## config.mk

```make
export PLATFORM = sky130hd
export DESIGN_NAME = ccff_bitstream_loader
export DESIGN_NICKNAME = d
export VERILOG_FILES = /design/src/rtl/ccff_bitstream_loader.sv
export SDC_FILE = /design/constraint.sdc
export NUM_CORES = 1
export LEC_CHECK = 0
export BUFFER_PORTS_ARGS = -buffer_cell sky130_fd_sc_hd__buf_4
export CAP_MARGIN = 20
export CORE_ASPECT_RATIO = 2
export CORE_MARGIN = 8
export CORE_UTILIZATION = 50
export DETAILED_ROUTE_END_ITERATION = 10
export GPL_TIMING_DRIVEN = 0
export PLACE_DENSITY = 0.81
export SLEW_MARGIN = 20
export SYNTH_ARGS = -nofsm -noshare
export SYNTH_HDL_FRONTEND = slang
export SYNTH_SLANG_ARGS = --single-unit
```

## constraint.sdc

```tcl
create_clock -name prog_clk -period 2.01 [get_ports prog_clk]
set_input_delay 0.3015 -clock prog_clk [delete_from_list [all_inputs] [get_ports prog_clk]]
set_output_delay 0.3015 -clock prog_clk [all_outputs]
set_load 0.05 [all_outputs]
```

## src/rtl/ccff_bitstream_loader.sv

```systemverilog
// ccff_bitstream_loader: head-end driver for the configuration flop chain.
// Shifts a marker followed by a word-streamed payload onto ccff_head, gated
// by ccff_shift_en, and checks that the marker emerges intact at ccff_tail.
// Ports:
//   prog_clk, pReset     clock, synchronous active-high reset
//   start                one-cycle pulse, begins a load from IDLE or DONE
//   s_data/s_valid/s_ready  bitstream word handshake (bit 0 shifted first)
//   ccff_head, ccff_shift_en  serial data and shift strobe into the chain
//   ccff_tail            serial data out of the chain end
//   busy, done, error    load status; error is sticky until the next start
//   bit_count            shifts issued in the current load
module ccff_bitstream_loader #(
    parameter int                CHAIN_LEN = 1024,
    parameter int                WORD_W    = 32,
    parameter int                MARK_W    = 8,
    parameter logic [MARK_W-1:0] MARKER    = 8'hA5,
    parameter int                CNT_W     = 16
) (
    input  logic              prog_clk,
    input  logic              pReset,
    input  logic              start,
    input  logic [WORD_W-1:0] s_data,
    input  logic              s_valid,
    output logic              s_ready,
    output logic              ccff_head,
    output logic              ccff_shift_en,
    input  logic              ccff_tail,
    output logic              busy,
    output logic              done,
    output logic              error,
    output logic [CNT_W-1:0]  bit_count
);

    localparam int BW = $clog2(WORD_W + 1);
    localparam int FW = $clog2(CHAIN_LEN + WORD_W + 1);

    localparam logic [CNT_W-1:0] LAST_MARK  = CNT_W'(MARK_W - 1);
    localparam logic [CNT_W-1:0] LAST_SHIFT = CNT_W'(MARK_W + CHAIN_LEN - 1);
    localparam logic [CNT_W-1:0] WIN_LO     = CNT_W'(CHAIN_LEN);
    localparam logic [CNT_W-1:0] WIN_HI     = CNT_W'(CHAIN_LEN + MARK_W - 1);

    typedef enum logic [1:0] {
        IDLE,
        MARK,
        LOAD,
        DONE
    } state_t;

    state_t state;
    state_t state_next;

    logic [CNT_W-1:0]  count;
    logic [WORD_W-1:0] data_buf;
    logic [BW-1:0]     buf_left;
    logic [FW-1:0]     fetched;
    logic              head_q;
    logic              error_q;

    logic              shift;
    logic              head_bit;
    logic              ready_c;
    logic              busy_c;
    logic              done_c;

    logic [MARK_W-1:0] mark_sh;
    logic [MARK_W-1:0] tail_sh;
    logic [CNT_W-1:0]  tail_off;
    logic              buf_empty;
    logic              buf_last;
    logic              need_more;
    logic              tail_chk;
    logic              accept;
    logic              start_go;

    // Marker bit for the current shift, and the marker bit expected back at
    // the tail; the latter is indexed by shift count only, so it stays
    // correct across stalls and when the window overlaps the marker phase.
    assign mark_sh   = MARKER >> count;
    assign tail_off  = count - WIN_LO;
    assign tail_sh   = MARKER >> tail_off;

    assign buf_empty = (buf_left == '0);
    assign buf_last  = (buf_left == BW'(1));
    // Words are only requested while payload bits remain unfetched, so the
    // tail of the final word is simply never shifted.
    assign need_more = (fetched < FW'(CHAIN_LEN));

    always_ff @(posedge prog_clk) begin
        if (pReset) begin
            state <= IDLE;
        end else begin
            state <= state_next;
        end
    end

    always_comb begin
        state_next = state;
        shift      = 1'b0;
        head_bit   = head_q;
        ready_c    = 1'b0;
        busy_c     = 1'b0;
        done_c     = 1'b0;
        unique case (state)
            IDLE: begin
                if (start) begin
                    state_next = MARK;
                end
            end
            MARK: begin
                busy_c   = 1'b1;
                shift    = 1'b1;
                head_bit = mark_sh[0];
                if (count == LAST_MARK) begin
                    // Prefetch the first word so LOAD starts without a bubble.
                    ready_c    = 1'b1;
                    state_next = LOAD;
                end
            end
            LOAD: begin
                busy_c  = 1'b1;
                shift   = !buf_empty;
                ready_c = need_more && (buf_empty || buf_last);
                if (!buf_empty) begin
                    head_bit = data_buf[0];
                end
                if (shift && count == LAST_SHIFT) begin
                    state_next = DONE;
                end
            end
            DONE: begin
                done_c = 1'b1;
                if (start) begin
                    state_next = MARK;
                end
            end
        endcase
    end

    assign accept   = s_valid && ready_c;
    assign start_go = start && (state == IDLE || state == DONE);
    assign tail_chk = shift && (count >= WIN_LO) && (count <= WIN_HI);

    always_ff @(posedge prog_clk) begin
        if (pReset) begin
            count    <= '0;
            data_buf <= '0;
            buf_left <= '0;
            fetched  <= '0;
            head_q   <= 1'b0;
            error_q  <= 1'b0;
        end else begin
            if (shift) begin
                count  <= count + 1'b1;
                head_q <= head_bit;
            end
            if (tail_chk && (ccff_tail != tail_sh[0])) begin
                error_q <= 1'b1;
            end
            if (state == LOAD && shift) begin
                data_buf <= data_buf >> 1;
                buf_left <= buf_left - 1'b1;
            end
            // A new word may land on the cycle the old one drains.
            if (accept) begin
                data_buf <= s_data;
                buf_left <= BW'(WORD_W);
                fetched  <= fetched + FW'(WORD_W);
            end
            if (state == LOAD && state_next == DONE) begin
                buf_left <= '0;
            end
            if (start_go) begin
                count    <= '0;
                error_q  <= 1'b0;
                buf_left <= '0;
                fetched  <= '0;
            end
        end
    end

    assign s_ready       = ready_c;
    assign ccff_head     = head_bit;
    assign ccff_shift_en = shift;
    assign busy          = busy_c;
    assign done          = done_c;
    assign error         = error_q;
    assign bit_count     = count;

endmodule

```

# == Word level (Yosys, flattened, before mapping) ==
# Cells that the tools add are included.
# word_totals
regBits,69
out_inout_bits,22
elab_cells,60
# classes
addsub,4
order_cmp,3
eq_ne,8
shift,2
n_mux,15
reduce_logical,20
# op_table
op,n
2-to-1 mux 32 bit,2
>> shifter 8 x 16 -> 1 bit (first input constant),2
adder 16 x 1 -> 16 bit (second input constant),1
equality test 16 x 11 -> 1 bit (second input constant),1
equality test 16 x 3 -> 1 bit (second input constant),1
>= comparator 16 x 11 -> 1 bit (second input constant),1
<= comparator 16 x 11 -> 1 bit (second input constant),1
subtractor 16 x 11 -> 16 bit (second input constant),1
2-to-1 mux 6 bit,2
adder 11 x 6 -> 11 bit (second input constant),1
less-than comparator 11 bit (second input constant),1
logical AND 1 bit,9
equality test 2 bit (second input constant),3
equality test 6 x 1 -> 1 bit (second input constant),1
logical NOT 6 bit,1
2-to-1 mux 2 bit,3
one-hot mux 1 bit (2 select lines),3
one-hot mux 2 bit (3 select lines),1
OR reduction 2 bit,3
subtractor 6 x 1 -> 6 bit (second input constant),1
2-to-1 mux 1 bit,4
OR reduction 4 bit,1
OR reduction 3 bit,1
equality test 2 x 1 -> 1 bit (second input constant),1
other kinds (5),6

# == Logic depth before layout (Yosys ltp) ==
# depth
ltp_word,8
ltp_mapped,10
depth_no_buf,8

# == Worst setup path after synthesis ==
# Ideal clock, no wire load.
# synth_path
path_kind,register -> output
start,"reg count[3], in the netlist bit_count[3]"
end,out s_ready
t_arrival_ns,2.357
path_slack_ns,-0.649
path_stages_with_launch,5
path_cell_list,dfxtp_1 -> or4_4 -> nor4_4 -> nand2_1 -> a21oi_1
# synth_via
elab_chain_cells,3
# synth_rtl
element,line,source
"start, declared",52,logic [CNT_W-1:0] count;
"start signal, assigned",153,count <= count + 1'b1;
equality test 16 x 3 -> 1 bit,113,if (count == LAST_MARK) begin
2-to-1 mux 1 bit,113,
one-hot mux 1 bit (2 select lines),103,unique case (state)
"end, declared",24,"output logic s_ready,"
# No other way between the ends.

# == Worst setup path in the final report ==
# layout_path
start,"reg count[14], in the netlist bit_count[14]"
end,out s_ready
# Same word-level chain as after synthesis.

==> reports/results.ini <==
[routing]
via_count = 3081
wl_mm = 10.42
drtIter0Drc = 287
wire_per_inst_um = 19.70
antenna_left = 0
firstDrtPassIters = 5
avgViaCountPerCell = 5.824
route.detailed.drc = 0

[status]
outcome = finished with violations
violations = negative setup slack

[critical_path]
endpoint_kind = primary output
reg2reg_to = fetched[7]
critPathArrivalTime_ns = 2.06
reg2regPathDepth = 7
worst_setup_path_start_kind = flop
worstReg2RegStart = bit_count[14]
r2r_slack_ns = -0.32
critPathRequiredTime_ns = 1.71
startpoint = bit_count[14]
cp_max_fo = 3
critPathKind = flop to primary output

[yosys]
synthesis.area_um2 = 3143
yosysUniqueCellTypes = 38
ys.flop_type = dfxtp_1
syn_avg_cell_area_um2 = 8.954
ys_ff_latch = 64
seq_area_frac_synth = 0.4076
synth_top_area_frac = 0.4076
yosys.area.top_type = dfxtp_1
async_flop_share = 0
netlist_instances = 351
synth-edff-count = 0
synth.area.top_cells = dfxtp_1 41%, mux2i_1 10%, a211oi_1 7.9%
syn_nets = 397
yosysWarnings = 0

[sta]
fmax_mhz = 423.6
period_needed_ns = 2.361
slew_violations = 0
rsz0062_at_grt = true
fin_ws_ns = -0.3510
setup_viol = 50
tightest_slew_ns = 0.7688
fin_worst_skew_ns = 0.01260
finalHoldViolCount = 0
max_slew_margin = 0.4875
whs_ns = 0.2456
fin_crit_sh = 1.175

[layout]
final_cell_mix = 65 x buf_4, 48 x dfxtp_1, 32 x mux2i_1, 32 x a211oi_2, 30 x nor2_4
layout_commonest_cell = buf_4
utilization = 0.7992
drive_gt1_frac = 0.4808
diodes = 0
nets = 485
area_delta_synth_final_pct = 57.84

[floorplanning]
die_h_um = 128.1
die_w_um = 72.06
core_area_um2 = 6207
pin_count = 59
rows = 41
die_area_um2 = 9233
initial_core_util = 0.5063

[worst_hold_path]
whs_path_depth = 3
min_to = data_buf[31]
holdCritStartpoint = s_data[31]
hold_path.class = input port to flop

[clock_network]
holdBufCountCts = 0
htree_levels = 3
cts_tree = yes
cts-buffers-inserted = 9
clock_sinks = 64
clockBufferDepth = 2
root_buffer = clkbuf_16
clkTransAtPathRegs_ns = 0.05
clock_latency_ns = 0.34

[place]
port_buffers = 57
hpwl_mm = 5.253
finalWeightedCongestion = 0.8090
place_ws_ns = -0.3729

[pwr]
p_per_area_nw_per_um2 = 909.8
p_leak_nw = 1.760
vdd_drop_max_mv = 0.8948

[global_routing]
grt_max_degree = 11
grt_antenna_before_repair = 0
grt_pass1_vias = 2851
overflow = 0
track_usage = 0.1713
grt_pass1_wl_mm = 12.69

[flow_run]
drv_cap = 0

## metal layers
metal / GRT usage / up-vias / wire length [um]
met3: 0.06191 / 41 / 644
met5: 0 / - / 0
met4: 0.07394 / 0 / 397
met2: 0.2707 / 146 / 5459
li1: - / 1432 / -
met1: 0.2001 / 1462 / 3921
## final cells by class
class                   instances  area [um^2]
well taps                      86        107.6
fillers                       361         1246
flip-flops and latches         64         1319
repair buffers                 79        739.5
clock buffers                  13        271.5
plain buffers                  18        186.4
inverters                      11        50.05
multi-input cells             256         2275
clock inverters                 2        12.51
## critical path, stage by stage, from the launching register on
cell and delay, ns:
dfxtp_2 0.33, or4_4 0.58, nor4_4 0.35, nand2_1 0.15
a21oi_4 0.15, buf_6 0.17
## Yosys cell counts (3+ instances only)
library cell  number
clkbuf_1          12
ha_1               9
nor3_1            10
nand4_1            8
inv_1             10
or3_1              5
a211oi_1          33
a41oi_1            3
dfxtp_1           64
nand3b_1           3
xor2_1            15
o21ai_0           12
nor2b_1            3
mux2i_1           32
a21oi_1           13
xnor2_1            7
nand3_1            8
nor2_1            57
or4_4              3
and3_1             3
buf_2              7
nand2_1           15
## registers in the layout (all words and copies together), names as in the netlist
| name | flops |
|---|---|
| data_buf | 32 |
| bit_count | 16 |
| buf_left | 6 |
| fetched | 6 |
| state | 2 |
| error | 1 |
| head_q | 1 |
## worst max path at each step
stage	end	slack, ns	cells past startpoint
3_3_place_gp	data_buf[10]	-0.30	9
4_1_cts	s_ready	-0.30	5
2_1_floorplan	s_ready	-0.09	4
6_report	s_ready	-0.35	5
5_1_grt	ccff_head	-0.42	8
3_5_place_dp	data_buf[12]	-0.37	9
## stage by stage
stage / instance area [um^2] / power, mW / std cells / setup TNS [ns]
detailed placement: 3785 / 2.474 / 494 / -13.08
floorplan: 3249 / 2.198 / 351 / -1.669
finish: 4961 / 4.513 / 529 / -12.28
global placement: 3785 / 2.447 / 494 / -10.27
CTS: 4233 / 4.040 / 518 / -7.477
global route: 4961 / 4.651 / 529 / -14.37
## logic make-up (layout without fill, tap and decap cells)
group                      after synthesis  in the layout  synth area share
AOI/OAI and AO/OA                       69             69            0.1557
DFF                                     64             64            0.4076
buffers and inverters                   31            123           0.04220
muxes                                   32             32            0.1019
adders and majority gates                9              9           0.03583
xor gates and xnor gates                22             22           0.06131
and+or+nand+nor                        124            124            0.1955
## power breakdown
group          internal [mW]  switching [mW]
logic                  0.636           0.919
registers               1.37          0.0957
clock network          0.934           0.558
## what timing repair did
action,CTS,global route
cloned,0,7
pin swaps,7,15
setup buffers,10,6
gates resized for setup,23,135
setup endpoints to repair,63,54
(Power assumes the default switching activity.)
